`config.mk`:
```
export PLATFORM = sky130hd
export DESIGN_NAME = uart_mmio_periph
export DESIGN_NICKNAME = d
export VERILOG_FILES = /design/src/rtl/uart_mmio_periph_pkg.sv /design/src/rtl/uart_mmio_periph_rx_fifo.sv /design/src/rtl/uart_mmio_periph.sv
export SDC_FILE = /design/constraint.sdc
export NUM_CORES = 1
export LEC_CHECK = 0
export ABC_AREA = 1
export CORE_UTILIZATION = 55
export DETAILED_ROUTE_END_ITERATION = 7
export DONT_BUFFER_PORTS = 1
export PLACE_DENSITY = 0.81
export SLEW_MARGIN = 20
export SYNTH_ARGS = -nofsm -noshare
export SYNTH_HDL_FRONTEND = slang
export SYNTH_HIERARCHICAL = 1
export SYNTH_SLANG_ARGS = --single-unit
export TNS_END_PERCENT = 5
```
`constraint.sdc`:
```
create_clock -name clk -period 3.35 [get_ports clk]
set_input_delay 0.67 -clock clk [delete_from_list [all_inputs] [get_ports clk]]
set_output_delay 0.67 -clock clk [all_outputs]
set_load 0.02 [all_outputs]
```
`src/rtl/uart_mmio_periph_pkg.sv`:
```
// Shared types and constants for the UART MMIO peripheral.
package uart_mmio_periph_pkg;

  typedef enum logic [1:0] {
    T_IDLE  = 2'd0,
    T_START = 2'd1,
    T_DATA  = 2'd2,
    T_STOP  = 2'd3
  } tx_state_e;

  typedef enum logic [1:0] {
    R_IDLE  = 2'd0,
    R_START = 2'd1,
    R_DATA  = 2'd2,
    R_STOP  = 2'd3
  } rx_state_e;

  // Core-side MMIO addresses decoded outside this block.
  localparam logic [31:0] UART_DATA_ADDR = 32'h1000_0000;
  localparam logic [31:0] UART_STAT_ADDR = 32'h1000_0004;

  // Width of a counter that must reach n-1 (at least one bit).
  function automatic int cnt_width(input int n);
    if (n <= 2) return 1;
    return $clog2(n);
  endfunction

endpackage

```
`src/rtl/uart_mmio_periph_rx_fifo.sv`:
```
// Small receive FIFO. Pointers carry one extra wrap bit so full and empty
// are told apart by the MSBs. A pop on a full FIFO frees the slot the
// same-cycle push needs, so both succeed.
module uart_rx_fifo #(
  parameter int RX_DEPTH = 4
) (
  input  logic       clk,
  input  logic       rst,
  input  logic       push,
  input  logic [7:0] push_data,
  input  logic       pop,
  output logic [7:0] head,
  output logic       empty,
  output logic       full
);

  localparam int AW = $clog2(RX_DEPTH);

  logic [AW:0] wr_q, wr_d;
  logic [AW:0] rd_q, rd_d;
  logic [7:0]  mem_q [RX_DEPTH];
  logic [7:0]  mem_d [RX_DEPTH];
  logic        pop_ok;
  logic        push_ok;

  assign empty   = (wr_q == rd_q);
  assign full    = (wr_q[AW] != rd_q[AW]) && (wr_q[AW-1:0] == rd_q[AW-1:0]);
  assign pop_ok  = pop && !empty;
  assign push_ok = push && (!full || pop_ok);
  assign head    = empty ? 8'h00 : mem_q[rd_q[AW-1:0]];

  // Next pointer and storage values.
  always_comb begin
    wr_d  = wr_q;
    rd_d  = rd_q;
    mem_d = mem_q;
    if (push_ok) begin
      mem_d[wr_q[AW-1:0]] = push_data;
      wr_d = wr_q + 1'b1;
    end
    if (pop_ok) begin
      rd_d = rd_q + 1'b1;
    end
  end

  // Pointer and storage registers; reset empties the FIFO.
  always_ff @(posedge clk) begin
    if (!rst) begin
      wr_q <= '0;
      rd_q <= '0;
      for (int i = 0; i < RX_DEPTH; i++) mem_q[i] <= 8'h00;
    end else begin
      wr_q  <= wr_d;
      rd_q  <= rd_d;
      mem_q <= mem_d;
    end
  end

endmodule

```
`src/rtl/uart_mmio_periph.sv`:
```
// UART peripheral behind the core's MMIO port: 8N1 transmitter fed by
// byte-write strobes and a receiver that queues bytes into a small FIFO.
// Handshake: tx_we is a one-cycle strobe accepted only while tx_busy=0;
// rx_re is a one-cycle strobe that pops only while rx_valid=1.
module uart_mmio_periph
  import uart_mmio_periph_pkg::*;
#(
  parameter int CLK_HZ   = 100_000_000,
  parameter int BAUD     = 115200,
  parameter int RX_DEPTH = 4
) (
  input  logic       clk,
  input  logic       rst,
  input  logic [7:0] tx_data,
  input  logic       tx_we,
  output logic       tx_busy,
  output logic [7:0] rx_data,
  output logic       rx_valid,
  input  logic       rx_re,
  output logic       rx_overrun,
  output logic       uart_txd,
  input  logic       uart_rxd
);

  localparam int CLKS_PER_BIT = CLK_HZ / BAUD;
  localparam int CNT_W        = cnt_width(CLKS_PER_BIT);
  localparam logic [CNT_W-1:0] BIT_LAST  = CNT_W'(CLKS_PER_BIT - 1);
  localparam logic [CNT_W-1:0] HALF_LAST = CNT_W'(CLKS_PER_BIT / 2 - 1);
  localparam logic [CNT_W-1:0] CNT_ONE   = CNT_W'(1);

  // ---------------- transmitter ----------------
  tx_state_e        tx_state_q, tx_state_d;
  logic [CNT_W-1:0] tx_cnt_q, tx_cnt_d;
  logic [7:0]       tx_shift_q, tx_shift_d;
  logic [2:0]       tx_idx_q, tx_idx_d;
  logic             txd_q, txd_d;

  assign tx_busy  = (tx_state_q != T_IDLE);
  assign uart_txd = txd_q;

  // TX next state; the line value is derived from the next state so it
  // changes on the same edge as the state register.
  always_comb begin
    tx_state_d = tx_state_q;
    tx_cnt_d   = tx_cnt_q;
    tx_shift_d = tx_shift_q;
    tx_idx_d   = tx_idx_q;
    case (tx_state_q)
      T_IDLE: begin
        if (tx_we) begin
          tx_shift_d = tx_data;
          tx_cnt_d   = '0;
          tx_idx_d   = '0;
          tx_state_d = T_START;
        end
      end
      T_START: begin
        if (tx_cnt_q == BIT_LAST) begin
          tx_cnt_d   = '0;
          tx_state_d = T_DATA;
        end else begin
          tx_cnt_d = tx_cnt_q + CNT_ONE;
        end
      end
      T_DATA: begin
        if (tx_cnt_q == BIT_LAST) begin
          tx_cnt_d   = '0;
          tx_shift_d = {1'b0, tx_shift_q[7:1]};
          tx_idx_d   = tx_idx_q + 3'd1;
          if (tx_idx_q == 3'd7) tx_state_d = T_STOP;
        end else begin
          tx_cnt_d = tx_cnt_q + CNT_ONE;
        end
      end
      T_STOP: begin
        if (tx_cnt_q == BIT_LAST) begin
          tx_cnt_d   = '0;
          tx_state_d = T_IDLE;
        end else begin
          tx_cnt_d = tx_cnt_q + CNT_ONE;
        end
      end
      default: tx_state_d = T_IDLE;
    endcase
    case (tx_state_d)
      T_START: txd_d = 1'b0;
      T_DATA:  txd_d = tx_shift_d[0];
      default: txd_d = 1'b1;
    endcase
  end

  // TX registers.
  always_ff @(posedge clk) begin
    if (!rst) begin
      tx_state_q <= T_IDLE;
      tx_cnt_q   <= '0;
      tx_shift_q <= 8'h00;
      tx_idx_q   <= 3'd0;
      txd_q      <= 1'b1;
    end else begin
      tx_state_q <= tx_state_d;
      tx_cnt_q   <= tx_cnt_d;
      tx_shift_q <= tx_shift_d;
      tx_idx_q   <= tx_idx_d;
      txd_q      <= txd_d;
    end
  end

  // ---------------- receiver ----------------
  logic rx_meta_q, rx_sync_q;

  // Two-flop synchronizer for the asynchronous RX pin; idles high.
  always_ff @(posedge clk) begin
    if (!rst) begin
      rx_meta_q <= 1'b1;
      rx_sync_q <= 1'b1;
    end else begin
      rx_meta_q <= uart_rxd;
      rx_sync_q <= rx_meta_q;
    end
  end

  rx_state_e        rx_state_q, rx_state_d;
  logic [CNT_W-1:0] rx_cnt_q, rx_cnt_d;
  logic [7:0]       rx_shift_q, rx_shift_d;
  logic [2:0]       rx_idx_q, rx_idx_d;
  logic             rx_push;
  logic             rx_overrun_q, rx_overrun_d;
  logic             fifo_empty, fifo_full, pop_ok;

  // RX next state: half-bit start check, then mid-bit samples.
  always_comb begin
    rx_state_d = rx_state_q;
    rx_cnt_d   = rx_cnt_q;
    rx_shift_d = rx_shift_q;
    rx_idx_d   = rx_idx_q;
    rx_push    = 1'b0;
    case (rx_state_q)
      R_IDLE: begin
        if (!rx_sync_q) begin
          rx_cnt_d   = '0;
          rx_state_d = R_START;
        end
      end
      R_START: begin
        if (rx_cnt_q == HALF_LAST) begin
          rx_cnt_d   = '0;
          rx_idx_d   = '0;
          rx_state_d = rx_sync_q ? R_IDLE : R_DATA;
        end else begin
          rx_cnt_d = rx_cnt_q + CNT_ONE;
        end
      end
      R_DATA: begin
        if (rx_cnt_q == BIT_LAST) begin
          rx_cnt_d   = '0;
          rx_shift_d = {rx_sync_q, rx_shift_q[7:1]};
          rx_idx_d   = rx_idx_q + 3'd1;
          if (rx_idx_q == 3'd7) rx_state_d = R_STOP;
        end else begin
          rx_cnt_d = rx_cnt_q + CNT_ONE;
        end
      end
      R_STOP: begin
        if (rx_cnt_q == BIT_LAST) begin
          rx_cnt_d   = '0;
          rx_push    = rx_sync_q;
          rx_state_d = R_IDLE;
        end else begin
          rx_cnt_d = rx_cnt_q + CNT_ONE;
        end
      end
      default: rx_state_d = R_IDLE;
    endcase
  end

  assign pop_ok = rx_re && !fifo_empty;

  // Sticky overrun: set when a push finds the FIFO full with no pop to
  // make room, cleared by any effective pop.
  always_comb begin
    rx_overrun_d = rx_overrun_q;
    if (pop_ok) rx_overrun_d = 1'b0;
    if (rx_push && fifo_full && !pop_ok) rx_overrun_d = 1'b1;
  end

  // RX registers.
  always_ff @(posedge clk) begin
    if (!rst) begin
      rx_state_q   <= R_IDLE;
      rx_cnt_q     <= '0;
      rx_shift_q   <= 8'h00;
      rx_idx_q     <= 3'd0;
      rx_overrun_q <= 1'b0;
    end else begin
      rx_state_q   <= rx_state_d;
      rx_cnt_q     <= rx_cnt_d;
      rx_shift_q   <= rx_shift_d;
      rx_idx_q     <= rx_idx_d;
      rx_overrun_q <= rx_overrun_d;
    end
  end

  uart_rx_fifo #(
    .RX_DEPTH(RX_DEPTH)
  ) u_rx_fifo (
    .clk      (clk),
    .rst      (rst),
    .push     (rx_push),
    .push_data(rx_shift_q),
    .pop      (rx_re),
    .head     (rx_data),
    .empty    (fifo_empty),
    .full     (fifo_full)
  );

  assign rx_valid   = !fifo_empty;
  assign rx_overrun = rx_overrun_q;

endmodule

```
# After elaboration in Yosys (flattened, before gate mapping)
# Index checks and enable logic that the tools add are counted.
[totals] input_bits=13 wordCells=116 ff_bits=88 output_inout_bits=12
[classes] addsub=6 n_bitwise=2 n_reduce_logical=22 order_cmp=3 n_mux=41 n_eq_ne=23
[op_table] operator="2-to-1 mux 10 bit" count=5
[op_table] operator="2-to-1 mux 8 bit" count=6
[op_table] operator="bitwise mux 32 bit" count=1
[op_table] operator="one-hot mux 10 bit (3 select lines)" count=1
[op_table] operator="2-to-1 mux 2 bit" count=11
[op_table] operator="adder 10 x 1 -> 10 bit (second input constant)" count=2
[op_table] operator="== test 10 bit (second input constant)" count=2
[op_table] operator="one-hot mux 10 bit (2 select lines)" count=1
[op_table] operator="binary-select mux 8 bit (select 2 bit)" count=1
[op_table] operator="demux 8 bit (select 2 bit)" count=1
[op_table] operator="one-hot mux 2 bit (4 select lines)" count=2
[op_table] operator="one-hot mux 8 bit (2 select lines)" count=1
[op_table] operator="inequality test 2 bit (second input constant)" count=7
[op_table] operator="adder 3 x 1 -> 3 bit (second input constant)" count=4
[op_table] operator="2-to-1 mux 3 bit" count=4
[op_table] operator="one-hot mux 3 bit (2 select lines)" count=2
[op_table] operator="== test 10 x 9 -> 1 bit (second input constant)" count=1
[op_table] operator="== test 2 bit (second input constant)" count=5
[op_table] operator="nonzero test 2 bit" count=4
[op_table] operator="== test 2 x 1 -> 1 bit (second input constant)" count=3
[op_table] operator="== test 3 bit (second input constant)" count=2
[op_table] operator="greater-or-equal comparator 3 bit (second input constant)" count=2
[op_table] operator="logical AND 1 bit" count=6
[op_table] operator="inverter 2 -> 3 bit" count=2
[op_table] operator="other kinds (14)" count=21

# Longest topological paths before layout
[logic_depth] depth_word=6 ltp_mapped=11 mapped_depth_nobuf=11

# Modules after synthesis
# The synthesis kept the hierarchy.
[by_module_without_submodules] module="uart_mmio_periph" n_inst=1 cells_per_inst=351 seq_area_each_um2=1001.0 area_each_um2=2527.4
[by_module_without_submodules] module="uart_rx_fifo" n_inst=1 cells_per_inst=372 seq_area_each_um2=760.7 area_each_um2=2389.8

# Least setup slack after synthesis
# OpenSTA, ideal clock, no wires.
[synth_path] kind="flip-flop to flip-flop" start="register rx_cnt_q[0]" end="register u_rx_fifo/mem_q[0] (netlist bit)" path_slack_ns=1.453 path_buffers=2 stages_incl_launch_ff=11 arrival_time_ns=1.788 required_time_ns=3.240 setup_time_ns=0.110 period_less_slack_ns=1.897 path_cell_list="dfxtp_1 -> ha_1 -> nand3_1 -> nor2_2 -> nand2_2 -> nor3_2 -> buf_2 -> clkbuf_1 -> nand4_1 -> nand2_1 -> nor2_2"
[synth_between] elab_chain_len=4
[synth_rtl] item="from (decl)" line="uart_mmio_periph.sv:124" rtl="logic [CNT_W-1:0] rx_cnt_q, rx_cnt_d;"
[synth_rtl] item="from (signal assigned)" line="uart_mmio_periph.sv:197" rtl="rx_cnt_q <= rx_cnt_d;"
[synth_rtl] item="== test 10 bit" line="uart_mmio_periph.sv:165" rtl="if (rx_cnt_q == BIT_LAST) begin"
[synth_rtl] item="2-to-1 mux 1 bit" line="uart_mmio_periph.sv:165"
[synth_rtl] item="2-to-1 mux 1 bit" line="uart_mmio_periph.sv:138" rtl="case (rx_state_q)"
[synth_rtl] item="via rx_push" line="uart_mmio_periph.sv:127" rtl="logic rx_push;"
[synth_rtl] item="logical AND 1 bit" line="uart_mmio_periph_rx_fifo.sv:29" rtl="assign push_ok = push && (!full || pop_ok);"
[synth_rtl] item="to (signal assigned)" line="uart_mmio_periph_rx_fifo.sv:55" rtl="mem_q <= mem_d;"
[synth_rtl] item="to (decl)" line="uart_mmio_periph_rx_fifo.sv:21" rtl="logic [7:0] mem_q [RX_DEPTH];"
# The timed path passes the listed nets, and every way through them passes these cells.
# A chain may end at the register's enable or synchronous reset.

# Worst setup path after layout
[layout_path] start="register u_rx_fifo.rd_q[0]" end="output rx_data[7]"
[layout_between] elab_chain_len=5 elab_cells_between_ends=6 classes_between="eq/ne (1); mux (4); bitwise (1)"
[layout_rtl] item="from (decl)" line="uart_mmio_periph_rx_fifo.sv:20" rtl="logic [AW:0] rd_q, rd_d;"
[layout_rtl] item="from (signal assigned)" line="uart_mmio_periph_rx_fifo.sv:54" rtl="rd_q <= rd_d;"
[layout_rtl] item="inverter 2 -> 3 bit (not written as such)" line="uart_mmio_periph_rx_fifo.sv:30" rtl="assign head = empty ? 8'h00 : mem_q[rd_q[AW-1:0]];"
[layout_rtl] item="binary-select mux 8 bit (select 2 bit)" line="uart_mmio_periph_rx_fifo.sv:30"
[layout_rtl] item="2-to-1 mux 8 bit (not written as such) (2 in series)" line="uart_mmio_periph_rx_fifo.sv:30"
[layout_rtl] item="2-to-1 mux 8 bit (*)" line="uart_mmio_periph_rx_fifo.sv:30"
[layout_rtl] item="to (decl)" line="uart_mmio_periph.sv:17" rtl="output logic [7:0] rx_data,"
# Mark *: on every way between the ends. The rest lies on a longest branch, timed or not. The select of a mux whose other input is x is not followed.

==> results.md <==
* Die height at 96.6 um
* Crit path arrival time at 1.94 ns
* Total CTS buffers at 9
* Dpl cell area at 4920 um^2
* Initial Utilization at 0.567
* # port buffers at 0
* CP max stage delay at 0.32 ns
* Clk_skew at 0.0126 ns
* Die Wd at 96.6 um
* Max clock buf depth at 2
* Final RePlAce weighted congestion at 0.877
* Crit path max-delay family: simple AND/OR/NAND/NOR gates
* Worst EP required at 2.68 ns
* Compound-Gate Fraction of Synth Area at 0.110
* RSZ-0062 raised after global routing: false
* Clock Pin Slew Worst Setup and Hold Paths at 0.09 ns
* Relative slew slack at 0.589
* Unique cell type count in the Yosys netlist at 40
* Largest net degree at the start of global routing at 48
* Hold WS at 0.419 ns
* Status: complete, no violations
* Max Fanout on Critical Path at 21
* Average routed wire per standard cell at 12.8 um
* Max-slew violations at 0
* Mux contribution to synthesized area at 0
* Total Routing Usage GR at 0.238
* Global route overflow at 0
* Crit share post-route at 0.778
* Seq/Total Area, Yosys at 0.358
* Core area at 8680 um^2
* Remaining antenna violation count at 0
* Number of DRC markers in iteration 0 at 309
* Syn avg cell area at 6.80 um^2
* Nets at 735
* Setup-failing EPs final at 0
* Post-CTS Setup Bufs at 0
* Post-DP HPWL at 7330 um
* Critical path's slowest cell: dfxtp_1
* Synth Instances at 723
* Pwr/cell area at 390 nW/um^2
* Largest family of logic cells by synthesized area: simple AND/OR/NAND/NOR gates
* Share of layout cells above drive strength 1 at 0.119
* Residual DRC at 0
* Primary FF master, synth: dfxtp_1
* Vias at 4398
* Synth Cell Area at 4920 um^2
* Kind of critical path: reg2out
* Vias per cell at 5.36
* Slew of the pin with the lowest slew margin at 0.615 ns
* Clock root buffer master: clkbuf_8
* Post-CTS Hold Buffers at 0
* Synth Area in Adders at 0.0331
* Final Hold Viols at 0
* Clock Latency Late Sink at 0.35 ns
* Layout area overhead at 4.43%
* CTS tree: yes
* # IOs at 25
* EDFF count, synth at 0
* Vias in the first global route at 3988
* CP Launch Type: register
* DIE AREA at 9320 um^2
* Ant diodes at 0
* Yosys top cell by area: dfxtp_1
* Clk sinks at 88
* Synth top area cells: dfxtp_1 (36%), nand2_1 (13%), inv_1 (10%), a21oi_1 (6.0%), nand4_1 (5.1%)
* Number of max-cap violations at 0
* Global-route wire length before repair at 17400 um
* Number of detailed-route iterations in the first pass at 5
* Post-cts resize count at 0
* Post-synth top area share at 0.358
* # H-tree levels at 3
* Most Frequent Cell on Critical Path: nand2_2
* Row count at 34
* Yosys reg bits at 88
* Crit. End Element: output port
* Simple-gate portion of the synthesized area at 0.349
* Count leader, synth: nand2_1
* Top cell types by occurrence after synthesis: nand2_1 (172), inv_1 (131), dfxtp_1 (88), a21oi_1 (59), nand4_1 (40)
* Fmax at 384 MHz
* Final wirelength at 10500 um
* Syn Nets at 749
* Critical Path, Cell by Cell: buf_4 -> inv_1 -> nand2_2 -> nand2_2 -> and2_1 -> nand2_2 -> nand2_1 -> inv_1
* Setup TNS at 0 ns
* Min cycle time layout at 2.61 ns
* CP Buf/Inv Count at 3
* Lkg Pwr at 2.22 nW
* Post-synth ARST share at 0
* Post-Synth XOR/XNOR Area at 0.00891
* Yosys warnings at 6
* Initial antenna violation count at 0
* Worst hold path class: reg2reg
* Final Cell Area at 5130 um^2
* Max IR drop VDD at 289 uV
## cell type report
class / count / area (um^2)
clock inverter: 5 / 81.3
multi-input combinational: 469 / 2470
tap: 108 / 135
inverter: 137 / 517
sequential: 88 / 1760
clock buffer: 10 / 138
timing repair buffer: 4 / 30.0
fill: 810 / 3540
## final timing paths
| check | start | slack, ns | cells past startpoint | to |
|---|---|---|---|---|
| setup / recovery | u_rx_fifo/rd_q[0] | 0.74 | 8 | rx_data[7] |
| hold / removal | rx_meta_q | 0.42 | 1 | rx_sync_q |
| setup reg to reg | rx_cnt_q[0] | 1.17 | 10 | u_rx_fifo/mem_q[17] |
| hold reg to reg | rx_meta_q | 0.42 | 1 | rx_sync_q |
## cell usage in the layout, fill, tap and decap left out, drive strengths merged, types with 4 or more instances in the layout
cell    count
o21bai      4
buf         4
xor2        4
a21oi      59
dfxtp      88
ha         13
nand2     182
nor2       74
nand4      42
clkbuf     10
inv       137
nor3        4
nand3      39
o21ai      34
## sequential cells by signal, indices dropped and copies added (netlist names), 8 cells and up, named ones only
name / count
rx_shift_q: 8
rx_cnt_q: 10
tx_cnt_q: 10
u_rx_fifo/mem_q: 32
tx_shift_q: 8
## power by group
| part | switching, mW | internal [mW] |
|---|---|---|
| clock network | 0.373 | 0.437 |
| logic | 0.0806 | 0.0372 |
| registers | 0.0157 | 1.06 |
## worst register-to-register path, cell delays in order, from the launching register on
cell and delay [ns]:
dfxtp_1 0.42, ha_1 0.23, nand3_1 0.11, nor2_2 0.15, nand2_2 0.11, nor3_4 0.27, buf_4 0.42, nand3_4 0.19
nand2_1 0.11, inv_1 0.05, nor2_2 0.08
## cells by family (layout without fill, tap and decap cells)
| family | after synthesis | after routing |
|---|---|---|
| simple gates | 347 | 347 |
| fa+ha+maj | 13 | 13 |
| buf+inv | 166 | 156 |
| compound gates | 104 | 104 |
| flops | 88 | 88 |
| xor+xnor | 5 | 5 |
## per-stage QoR
stage	worst slack [ns]	cells	utilization	total power, mW
floorplan	1.45	723	-	1.20
global placement	1.19	806	0.566	1.21
detailed placement	1.13	806	0.566	1.22
CTS	0.732	821	0.592	2.02
global route	0.542	821	0.592	2.09
finish	0.744	821	0.592	2.00
## per-layer routing
metal,vias up,GRT usage,share of wire
li1,2249,-,-
met1,1991,0.298,0.45
met2,141,0.410,0.48
met3,17,0.0360,0.062
met4,0,0.0895,0.017
met5,-,0,0
Note: power is estimated with default switching activity, not from simulation.
